===== config.mk =====
export PLATFORM = sky130hd
export DESIGN_NAME = quadratic_inverse_search
export DESIGN_NICKNAME = d
export VERILOG_FILES = /design/src/rtl/quadratic_inverse_search.sv
export SDC_FILE = /design/constraint.sdc
export NUM_CORES = 1
export LEC_CHECK = 0
export CAP_MARGIN = 10
export CORE_AREA = 2 2 76 78
export CTS_CLUSTER_DIAMETER = 50
export DETAILED_ROUTE_END_ITERATION = 10
export DIE_AREA = 0 0 78 80
export PLACE_DENSITY_LB_ADDON = 0.15
export SLEW_MARGIN = 0
export SYNTH_ARGS = -nofsm -noshare
export SYNTH_HDL_FRONTEND = slang
export SYNTH_SLANG_ARGS = --single-unit
export TNS_END_PERCENT = 10

===== constraint.sdc =====
create_clock -name clk -period 15.64 [get_ports clk]
set_input_delay 1.564 -clock clk [delete_from_list [all_inputs] [get_ports clk]]
set_output_delay 1.564 -clock clk [all_outputs]
set_load 0.05 [all_outputs]

===== src/rtl/quadratic_inverse_search.sv =====
// quadratic_inverse_search: finds the signed x whose q(x) = A*x^2 + B*x + C is
// nearest to a requested signed y by sweeping every x candidate, one per clock.
// The accept edge starts the sweep. The last candidate's update and the entry
// to DONE happen on the same edge, so m_valid is high after the 17th edge,
// counting the accept edge as the first (W_X=4).
module quadratic_inverse_search #(
  parameter int        W_X = 4,
  parameter int        W_Y = 8,
  parameter int signed A   = 1,
  parameter int signed B   = 10,
  parameter int signed C   = -10
) (
  input  logic           clk,
  input  logic           rst,
  input  logic           s_valid,
  output logic           s_ready,
  input  logic [W_Y-1:0] s_y,
  output logic           m_valid,
  input  logic           m_ready,
  output logic [W_X-1:0] m_x,
  output logic [W_Y:0]   m_err
);

  typedef enum logic [1:0] {IDLE, SEARCH, DONE} state_t;

  state_t         state_q, state_d;
  logic [W_X-1:0] cnt_q, cnt_d;
  logic [W_Y-1:0] y_q, y_d;
  logic [W_Y:0]   min_err_q, min_err_d;
  logic [W_X-1:0] best_x_q, best_x_d;
  logic [W_X-1:0] m_x_q, m_x_d;
  logic [W_Y:0]   m_err_q, m_err_d;

  logic signed [31:0] x32, q32, y32, diff32;
  logic [W_Y-1:0]     q_t;
  logic [W_Y:0]       err;
  logic               upd;

  // Candidate evaluation: 32-bit signed q(x), wrapped to W_Y bits, then |y - q|.
  always_comb begin
    x32    = {{(32-W_X){cnt_q[W_X-1]}}, cnt_q};
    q_t    = W_Y'(A * x32 * x32 + B * x32 + C);
    q32    = {{(32-W_Y){q_t[W_Y-1]}}, q_t};
    y32    = {{(32-W_Y){y_q[W_Y-1]}}, y_q};
    diff32 = y32 - q32;
    err    = (W_Y+1)'((diff32 < 0) ? -diff32 : diff32);
    // Strict compare: ties keep the earlier candidate in sweep order.
    upd    = (err < min_err_q);
  end

  // Next-state and datapath control for IDLE -> SEARCH -> DONE -> IDLE.
  always_comb begin
    state_d   = state_q;
    cnt_d     = cnt_q;
    y_d       = y_q;
    min_err_d = min_err_q;
    best_x_d  = best_x_q;
    m_x_d     = m_x_q;
    m_err_d   = m_err_q;
    unique case (state_q)
      IDLE: begin
        if (s_valid) begin
          y_d       = s_y;
          cnt_d     = '0;
          min_err_d = {1'b1, {W_Y{1'b0}}};
          state_d   = SEARCH;
        end
      end
      SEARCH: begin
        cnt_d = cnt_q + 1'b1;
        if (upd) begin
          min_err_d = err;
          best_x_d  = cnt_q;
        end
        // The final candidate's update is folded straight into the result.
        if (cnt_q == {W_X{1'b1}}) begin
          m_x_d   = upd ? cnt_q : best_x_q;
          m_err_d = upd ? err   : min_err_q;
          state_d = DONE;
        end
      end
      DONE: begin
        if (m_ready) state_d = IDLE;
      end
      default: state_d = IDLE;
    endcase
  end

  // State registers; reset discards any in-flight search.
  always_ff @(posedge clk) begin
    if (rst) begin
      state_q   <= IDLE;
      cnt_q     <= '0;
      y_q       <= '0;
      min_err_q <= '0;
      best_x_q  <= '0;
      m_x_q     <= '0;
      m_err_q   <= '0;
    end else begin
      state_q   <= state_d;
      cnt_q     <= cnt_d;
      y_q       <= y_d;
      min_err_q <= min_err_d;
      best_x_q  <= best_x_d;
      m_x_q     <= m_x_d;
      m_err_q   <= m_err_d;
    end
  end

  assign s_ready = (state_q == IDLE);
  assign m_valid = (state_q == DONE);
  assign m_x     = m_x_q;
  assign m_err   = m_err_q;

endmodule


==> results.toml, run 1 <==
[grt]
grt_antenna_before_repair = 0
first_global_vias = 2443
grt_pass1_wl_um = 11410
maximum_number_of_pins_on_one_net_before_global_route_repair = 32
grt-ovfl-total = 0
global_route.usage.total_pct = 22.90

[drt]
overall_via_count_from_detail_route = 2532
drc_errors = 0
totalWireLength_um = 6451
post_drt_wl_per_cell_um = 13.78
vias_per_cell = 5.410
drt-pass1-iter-count = 4
ant_nets = 0
detailedRoute.firstIterationViolations = 75

[critical_path]
arrival_ns = 8.61
critPathMaxStageDelay_ns = 0.66
worst-endpoint-required_ns = 15.88
cp_num_buf_inv = 6
worst-setup-path-type = "reg -> reg"
timing.critical_path.max_delay_family = "adder cells"
critical_path_peak_fanout = 16
timing.critical_path.slowest_stage_cell = "sky130_fd_sc_hd__dfxtp_1"
category_of_the_worst_setup_path_capture_point = "register"
setup.worst_path.start_class = "register"

[placed_design]
routabilityCongestion = 0.8452
numPlacedInstances = 460
dp_hpwl_um = 5097
buffer_ports.inserted = 26

[power_and_ir_drop]
share_of_total_power_in_sequential_cells_pct = 33.5
ir_worst_vdd_uv = 50.05
p_sw_uw = 126.6
internal-power_uw = 209.9
cellLeakagePower_nw = 1.586
power.density_mw_per_mm2 = 94.11
power_switching_share_pct = 37.62
post-layout-total-power_uw = 336.5
power_frac_clock_pct = 25.2
share_comb_of_total_power_pct = 41.3

[cts]
clock_tree.root_cell = "sky130_fd_sc_hd__clkbuf_8"
cts.path.max_buffers = 2
cts.repair.resized = 0
clkSinkCount = 40
clock_latency_ns = 0.29
cts_tree = "done"
cts_hold_buf = 0
number_of_cts_inserted_buffers = 5
worst_setup_hold_path_clk_slew_ns = 0.09
htree_levels = 2
cts.repair_timing.setup_buffer_count = 0

[synth]
ys_types = 57
ys.flop_type = "sky130_fd_sc_hd__dfxtp_1"
syn_area_per_cell_um2 = 8.451
postSynthRegisterBits = 40
syn_nets = 435
async_reset_ff_share_pct = 0
synthesis.area_mm2 = 0.003161
synth_edf_count = 0
proportion_of_synthesized_chip_area_in_sequential_cells_pct = 25.34
yosysWarnings = 0
synthCells = 374

[timing]
worst_hold_slack_ns = 0.4545
slew_headroom_pct = 59.22
final-setup-viol-count = 0
fin_skew_ns = 0.007927
finalHoldViolations = 0
final.setup.tns_ns = 0
finalMaxSlewViolations = 0
rsz0062_at_grt = "no"
post-route-min-period_ns = 8.376
fmaxAchievable_mhz = 119.4
fin_crit_sh_pct = 53.56
worstMarginPinSlew_ns = 0.6117

[layout]
area_of_combinational_cells_with_multiple_inputs_mm2 = 0.002115
diodes = 0
mostFrequentLayoutCells = "49 x sky130_fd_sc_hd__inv_1, 40 x sky130_fd_sc_hd__dfxtp_1, 38 x sky130_fd_sc_hd__ha_1"
area_growth_pct = 13.14
finalNonFillerCells = 468
regArea_um2 = 800.8
fin_nets = 456
layout_cells_sized_above_1_pct = 5.556
layout_commonest_cell = "sky130_fd_sc_hd__inv_1"
filler_cells = 470

[floorplanning]
start_util_pct = 58.47
placement_row_count = 27
die_area_mm2 = 0.006240
boundaryPins = 27
die_x_um = 78
die_height_um = 80
design.core.area_mm2 = 0.005405

[hold_path]
worstHoldPathType = "reg -> reg"

[outcome]
status = "finished clean"

[flow_run]
max_cap_violations = 0
## cell usage after synthesis (all sizes together) (2+ instances only)
cell | instances | area share [%]
a21o | 6 | 1.4
a21oi | 22 | 3.6
a22o | 8 | 2.2
a22oi | 2 | 0.47
a311oi | 6 | 1.7
a31o | 4 | 1.1
a31oi | 4 | 0.99
and3 | 3 | 0.59
buf | 6 | 0.99
clkbuf | 8 | 0.95
dfxtp | 40 | 25
fa | 11 | 7.0
ha | 38 | 15
inv | 49 | 5.8
mux2i | 12 | 3.8
nand2 | 28 | 3.3
nand2b | 6 | 1.2
nand3 | 4 | 0.63
nand4 | 2 | 0.40
nor2 | 37 | 4.4
nor2b | 5 | 1.2
nor3 | 9 | 1.6
nor4 | 2 | 0.59
o211ai | 4 | 0.95
o21a | 5 | 1.2
o21ai | 9 | 1.4
o22ai | 2 | 0.59
o311ai | 2 | 0.55
or2 | 6 | 1.3
or3 | 2 | 0.40
xnor2 | 15 | 4.2
xor2 | 4 | 1.3
## power groups by stage
stage / Sequential [mW] / Combinational, mW / Clock [mW]
after floorplan: 0.113 / 0.110 / 0
after global placement: 0.115 / 0.135 / 0
after detailed placement: 0.115 / 0.138 / 0
after CTS: 0.113 / 0.138 / 0.0874
after global routing: 0.114 / 0.156 / 0.0911
final: 0.113 / 0.139 / 0.0849
## worst paths after layout
check                      end  slack (ns)      from  cells after the start
setup / recovery  min_err_q[4]        7.26  cnt_q[0]                     31
hold reg to reg       m_err[0]        0.45  m_err[0]                      2
setup reg to reg  min_err_q[4]        7.26  cnt_q[0]                     31
hold / removal        m_err[0]        0.45  m_err[0]                      2
## metal layers
layer	track usage, %	vias up	share of wire (%)
li1	-	1317	-
met1	30.33	1167	48
met2	39.74	44	47
met3	3.507	4	3.7
met4	4.561	0	0.62
met5	0	-	0
## area by class of cell
type	instances	share of cell area [%]
tap	72	2.519
inverter	49	5.143
sequential	40	22.39
multi-input combinational	271	59.13
timing repair buffer	28	7.698
clock buffer	5	1.924
clock inverter	3	1.190
## metrics by stage
step	setup WS, ns	util [%]	instance area [µm²]
finish	7.264	66.16	3576
global route	6.618	66.16	3576
CTS	7.279	66.16	3576
detailed placement	7.305	64.10	3465
global placement	7.515	64.10	3465
floorplan	8.585	-	3161
## state kept, by name (all words and copies together), names as in the netlist
register / cells
state_q: 2
m_err: 9
min_err_q: 9
cnt_q: 4
m_x: 4
best_x_q: 4
y_q: 8
## worst min-delay path: cells and delay by family (launching register included)
kind,cells,cell delay (ns)
and+or+nand+nor,1,0.05
DFF,1,0.31
AOI/OAI and AO/OA,1,0.05
## cell families after synthesis
group / after synthesis / synth area share, %
simple gates: 106 / 16.03
mux: 12 / 3.801
xor+xnor: 19 / 5.503
compound gates: 85 / 19.56
buf+inv: 63 / 7.759
flops: 40 / 25.34
fa+ha+maj: 49 / 22.01
Power figures use the tool's default switching activity.
==> run 2: changes to the inputs <==
--- a/config.mk
+++ b/config.mk
@@ -6,10 +6,10 @@
 export NUM_CORES = 1
 export LEC_CHECK = 0
 export CAP_MARGIN = 10
-export CORE_AREA = 2 2 76 78
+export CORE_AREA = 2 2 81 83
 export CTS_CLUSTER_DIAMETER = 50
 export DETAILED_ROUTE_END_ITERATION = 10
-export DIE_AREA = 0 0 78 80
+export DIE_AREA = 0 0 83 85
 export PLACE_DENSITY_LB_ADDON = 0.15
 export SLEW_MARGIN = 0
 export SYNTH_ARGS = -nofsm -noshare
==> constraint.sdc (replaced) <==
create_clock -name clk -period 7.4 [get_ports clk]
set_input_delay 0.74 -clock clk [delete_from_list [all_inputs] [get_ports clk]]
set_output_delay 0.74 -clock clk [all_outputs]
set_load 0.05 [all_outputs]
==> run 2 against run 1 <==
Register-to-register slack lost 6.9 ns. First-iteration DRC count is 48% higher. Total power up 130%. Critical path type unchanged.
==> results.toml, run 2 (synthesis results as in run 1) <==
[outcome]
status = "finished clean"

[critical_path]
arrival_ns = 7.22
setup.worst_path.start_class = "register"
category_of_the_worst_setup_path_capture_point = "register"
timing.critical_path.max_delay_family = "adder cells"
critPathMaxStageDelay_ns = 0.52
critical_path_peak_fanout = 8
worst-setup-path-type = "reg -> reg"
cp_common_cell = "sky130_fd_sc_hd__inv_1"
worst-endpoint-required_ns = 7.59
timing.critical_path.slowest_stage_cell = "sky130_fd_sc_hd__fa_1"
cp_num_buf_inv = 7

[cts]
cts_hold_buf = 0
clkSinkCount = 40
cts.path.max_buffers = 2
cts_tree = "done"
htree_levels = 2
clock_tree.root_cell = "sky130_fd_sc_hd__clkbuf_8"
worst_setup_hold_path_clk_slew_ns = 0.09
clock_latency_ns = 0.30
number_of_cts_inserted_buffers = 5

[power_and_ir_drop]
internal-power_uw = 479.7
power_frac_clock_pct = 23.7
share_of_total_power_in_sequential_cells_pct = 30.1
share_comb_of_total_power_pct = 46.1
power.density_mw_per_mm2 = 207.3
ir_worst_vdd_uv = 125.3
power_switching_share_pct = 38.93
cellLeakagePower_nw = 1.644
p_sw_uw = 305.8

[floorplanning]
die_height_um = 85
design.core.area_mm2 = 0.006205
boundaryPins = 27
placement_row_count = 29
start_util_pct = 50.94
die_area_mm2 = 0.007055
die_x_um = 83

[drt]
overall_via_count_from_detail_route = 2676
met2_length_um = 3420
detailedRoute.firstIterationViolations = 111
ant_nets = 0
vias_per_cell = 5.529
post_drt_wl_per_cell_um = 14.67
topRoutingLayerUsed = "met4"
totalWireLength_um = 7100
drc_errors = 0
drt-pass1-iter-count = 4
detailroute.wirelength.met3_um = 281
m1WireLength_um = 3285

[grt]
grt_pass1_wl_um = 11770
grt_antenna_before_repair = 0
global_route.usage.total_pct = 20.76
maximum_number_of_pins_on_one_net_before_global_route_repair = 32
first_global_vias = 2581
grt-ovfl-total = 0

[placed_design]
routabilityCongestion = 0.9238
dp_hpwl_um = 5169
buffer_ports.inserted = 26

[layout]
layout_commonest_cell = "sky130_fd_sc_hd__inv_1"
layout_cells_sized_above_1_pct = 11.79
utilization_pct = 61.08
diodes = 0
filler_cells = 522
area_growth_pct = 19.91
fin_nets = 467
mostFrequentLayoutCells = "49 x sky130_fd_sc_hd__inv_1, 40 x sky130_fd_sc_hd__dfxtp_1, 36 x sky130_fd_sc_hd__ha_1"

[timing]
post-route-min-period_ns = 7.028
fin_crit_sh_pct = 94.97
finalHoldViolations = 0
final-setup-viol-count = 0
fmaxAchievable_mhz = 142.3
worst_hold_slack_ns = 0.4572
slew_headroom_pct = 50.89
finalMaxSlewViolations = 0
final.setup.tns_ns = 0
fin_skew_ns = 0.005797
worstMarginPinSlew_ns = 0.7366

[hold_path]
worstHoldPathType = "reg -> reg"

[flow_run]
max_cap_violations = 0
## run 2: cell count changes in the layout (fill, tap and decap cells not counted), moves of 2 or more
cell and delta:
sky130_fd_sc_hd__nand2_2 +2, sky130_fd_sc_hd__nor2_1 -2, sky130_fd_sc_hd__nand2_1 -2, sky130_fd_sc_hd__ha_1 -2, sky130_fd_sc_hd__buf_6 +2, sky130_fd_sc_hd__buf_4 +8, sky130_fd_sc_hd__ha_4 +2
## run 2: repair_timing
| item | 4_1_cts | 5_1_grt |
|---|---|---|
| pin swaps | 0 | 7 |
| setup buffers | 0 | 2 |
| cloned | 0 | 1 |
| setup endpoints to repair | 8 | 26 |
| resized for setup | 1 | 23 |
## run 2: per-stage QoR
step	area, µm²	instances	power [mW]	worst slack (ns)
2_1_floorplan	3161	374	0.4704	0.3446
3_3_place_gp	3531	473	0.5575	0.2518
3_5_place_dp	3531	473	0.5625	0.1011
4_1_cts	3645	481	0.7515	0.1412
5_1_grt	3790	484	0.8334	-0.01097
6_report	3790	484	0.7855	0.3719
## run 2: power groups by stage
stage	Combinational, mW	Clock, mW	Sequential, mW
2_1_floorplan	0.232	0	0.238
3_3_place_gp	0.317	0	0.241
3_5_place_dp	0.322	0	0.241
4_1_cts	0.324	0.191	0.236
5_1_grt	0.397	0.199	0.238
6_report	0.362	0.186	0.237
## run 2: layout make-up
cell class | count | area, µm² | area share, %
tap | 77 | 96.34 | 2.542
multi-input combinational | 272 | 2240 | 59.10
inverter | 49 | 183.9 | 4.853
clock buffer | 5 | 68.82 | 1.816
timing repair buffer | 38 | 357.8 | 9.442
sequential | 40 | 800.8 | 21.13
clock inverter | 3 | 42.54 | 1.122
## run 2: final timing paths
check	from	cells past startpoint	slack, ns	to
min	m_err[4]	2	0.46	m_err[4]
min reg2reg	m_err[4]	2	0.46	m_err[4]
max reg2reg	cnt_q[0]	32	0.37	min_err_q[3]
max	cnt_q[0]	32	0.37	min_err_q[3]
## run 2: tightest hold or removal path: cells and delay by family (launching register included)
family           cells  cell delay (ns)
flip-flops           1             0.32
AND/OR/NAND/NOR      1             0.05
AO/OA/AOI/OAI        1             0.05
## run 2: per-layer routing
layer  up-vias  track usage [%]
li1       1343                -
met1      1269            25.90
met2        54            35.48
met3        10            4.767
met4         0            7.154
met5         -                0
==> run 3: changes to the inputs <==
--- a/config.mk
+++ b/config.mk
@@ -10,6 +10,7 @@
 export CTS_CLUSTER_DIAMETER = 50
 export DETAILED_ROUTE_END_ITERATION = 10
 export DIE_AREA = 0 0 83 85
+export GPL_TIMING_DRIVEN = 0
 export PLACE_DENSITY_LB_ADDON = 0.15
 export SLEW_MARGIN = 0
 export SYNTH_ARGS = -nofsm -noshare
==> run 3 against run 2 <==
Sequential share of layout area is 0.066 points lower. Core utilization is 0.77 points higher. Global-route usage is 0.12 points higher. Highest routed layer unchanged. Routed wire length is 3.4% higher. Register-to-register slack worse by 0.04 ns. Die area stayed put. Largest cell class unchanged. Clock skew is 0.0028 ns higher. Total power is 3.1% higher. First-iteration DRC count is 21% lower.
==> results.toml, run 3 (synthesis results as in run 1) <==
[timing]
fin_crit_sh_pct = 95.53
worstMarginPinSlew_ns = 0.6237
post-route-worst-setup-slack_ns = 0.3306
post-route-min-period_ns = 7.069
finalMaxSlewViolations = 0
final-setup-viol-count = 0
fmaxAchievable_mhz = 141.5
finalHoldViolations = 0
fin_skew_ns = 0.008564
slew_headroom_pct = 58.42

[floorplanning]
die_area_mm2 = 0.007055
die_x_um = 83
die_height_um = 85
design.core.area_mm2 = 0.006205
boundaryPins = 27
start_util_pct = 50.94
placement_row_count = 29

[layout]
layout_cells_sized_above_1_pct = 12.86
area_growth_pct = 21.42
diodes = 0
layout_commonest_cell = "sky130_fd_sc_hd__inv_1"
finalNonFillerCells = 489
mostFrequentLayoutCells = "48 x sky130_fd_sc_hd__inv_1, 38 x sky130_fd_sc_hd__dfxtp_1, 35 x sky130_fd_sc_hd__nor2_1"
utilization_pct = 61.85
fin_nets = 472

[cts]
clock_tree.root_cell = "sky130_fd_sc_hd__clkbuf_8"
number_of_cts_inserted_buffers = 5
worst_setup_hold_path_clk_slew_ns = 0.10
cts_tree = "done"
clock_latency_ns = 0.30
clkSinkCount = 40
htree_levels = 2
cts_hold_buf = 0
cts.path.max_buffers = 2

[drt]
post_drt_wl_per_cell_um = 15.01
ant_nets = 0
detailedRoute.firstIterationViolations = 88
drt-pass1-iter-count = 4
overall_via_count_from_detail_route = 2746
vias_per_cell = 5.616
drc_errors = 0
totalWireLength_um = 7342

[power_and_ir_drop]
cellLeakagePower_nw = 1.647
power.density_mw_per_mm2 = 210.9
ir_worst_vdd_uv = 133.0

[placed_design]
pre_cts_slack_ns = -0.5270
routabilityCongestion = 0.8239
dp_hpwl_um = 5492
buffer_ports.inserted = 26
numPlacedInstances = 477

[critical_path]
arrival_ns = 7.31
startpoint_of_the_lowest_slack_register_to_register_path = "cnt_q[0]"
cp_common_cell = "sky130_fd_sc_hd__inv_1"
timing.critical_path.max_delay_family = "adder cells"
worst-setup-path-type = "reg -> reg"
cp_num_buf_inv = 7
critical_path_peak_fanout = 10
setup.worst_path.start_class = "register"
timing.critical_path.slowest_stage_cell = "sky130_fd_sc_hd__fa_1"
cp-startpoint = "cnt_q[0]"
category_of_the_worst_setup_path_capture_point = "register"
critPathMaxStageDelay_ns = 0.53
worst-endpoint-required_ns = 7.64

[grt]
first_global_vias = 2654
grt_pass1_wl_um = 12160
global_route.usage.total_pct = 20.88
grt-ovfl-total = 0
grt_antenna_before_repair = 0
maximum_number_of_pins_on_one_net_before_global_route_repair = 15

[flow_run]
max_cap_violations = 0

[hold_path]
worst_hold_startpoint = "m_err[3]"
worstHoldPathType = "reg -> reg"

[outcome]
status = "finished clean"
-- run 3: path summary, 6_finish.rpt --
check / slack, ns / depth (start not counted) / end
setup / recovery: 0.33 / 32 / min_err_q[7]
hold / removal: 0.46 / 2 / m_err[3]
setup reg to reg: 0.33 / 32 / min_err_q[7]
hold reg to reg: 0.46 / 2 / m_err[3]
-- run 3: final cells by class --
type	instances	area (µm²)
inverters	49	183.9
fillers	568	2367
well taps	77	96.34
clock buffers	5	68.82
multi-input cells	271	2263
flip-flops and latches	40	808.3
plain buffers	14	80.08
repair buffers	30	290.3
clock inverters	3	46.29
-- run 3: worst register-to-register path, delay by kind of cell, from the launching register on --
family / cells / cell delay [ns]
AO/OA/AOI/OAI: 10 / 1.76
adder cells (fa/ha/maj): 10 / 3.26
buffers and inverters: 7 / 0.51
flip-flops: 1 / 0.39
AND/OR/NAND/NOR: 5 / 1.10
-- run 3: what timing repair did --
item,CTS,global route
setup buffers,0,4
endpoints found under the setup margin,25,26
resized for setup,13,31
pin swaps,1,6
-- run 3: stage by stage --
stage | cell area, µm² | total power [mW] | TNS (ns) | hold WS (ns)
final | 3837 | 0.8095 | 0 | 0.4604
after global routing | 3837 | 0.8545 | -0.01895 | 0.4887
after CTS | 3659 | 0.7449 | 0 | 0.4642
after detailed placement | 3517 | 0.5416 | -8.521 | 0.4516
after global placement | 3517 | 0.5358 | -6.990 | 0.4432
after floorplan | 3161 | 0.4704 | 0 | 0.4424
-- run 3: routing by layer --
metal / vias to the layer above / global-route usage (%) / part of all wire [%]
met1: 1331 / 27.33 / 47
met3: 7 / 3.210 / 2.7
met2: 50 / 36.00 / 49
met5: - / 0 / 0
li1: 1358 / - / -
met4: 0 / 5.812 / 1.2
-- run 3: power by group --
group          internal, mW  total [mW]  switching (mW)  leakage [nW]
combinational         0.162       0.382           0.220          1.27
clock                 0.102       0.193          0.0908        0.0548
sequential            0.227       0.235         0.00814         0.326
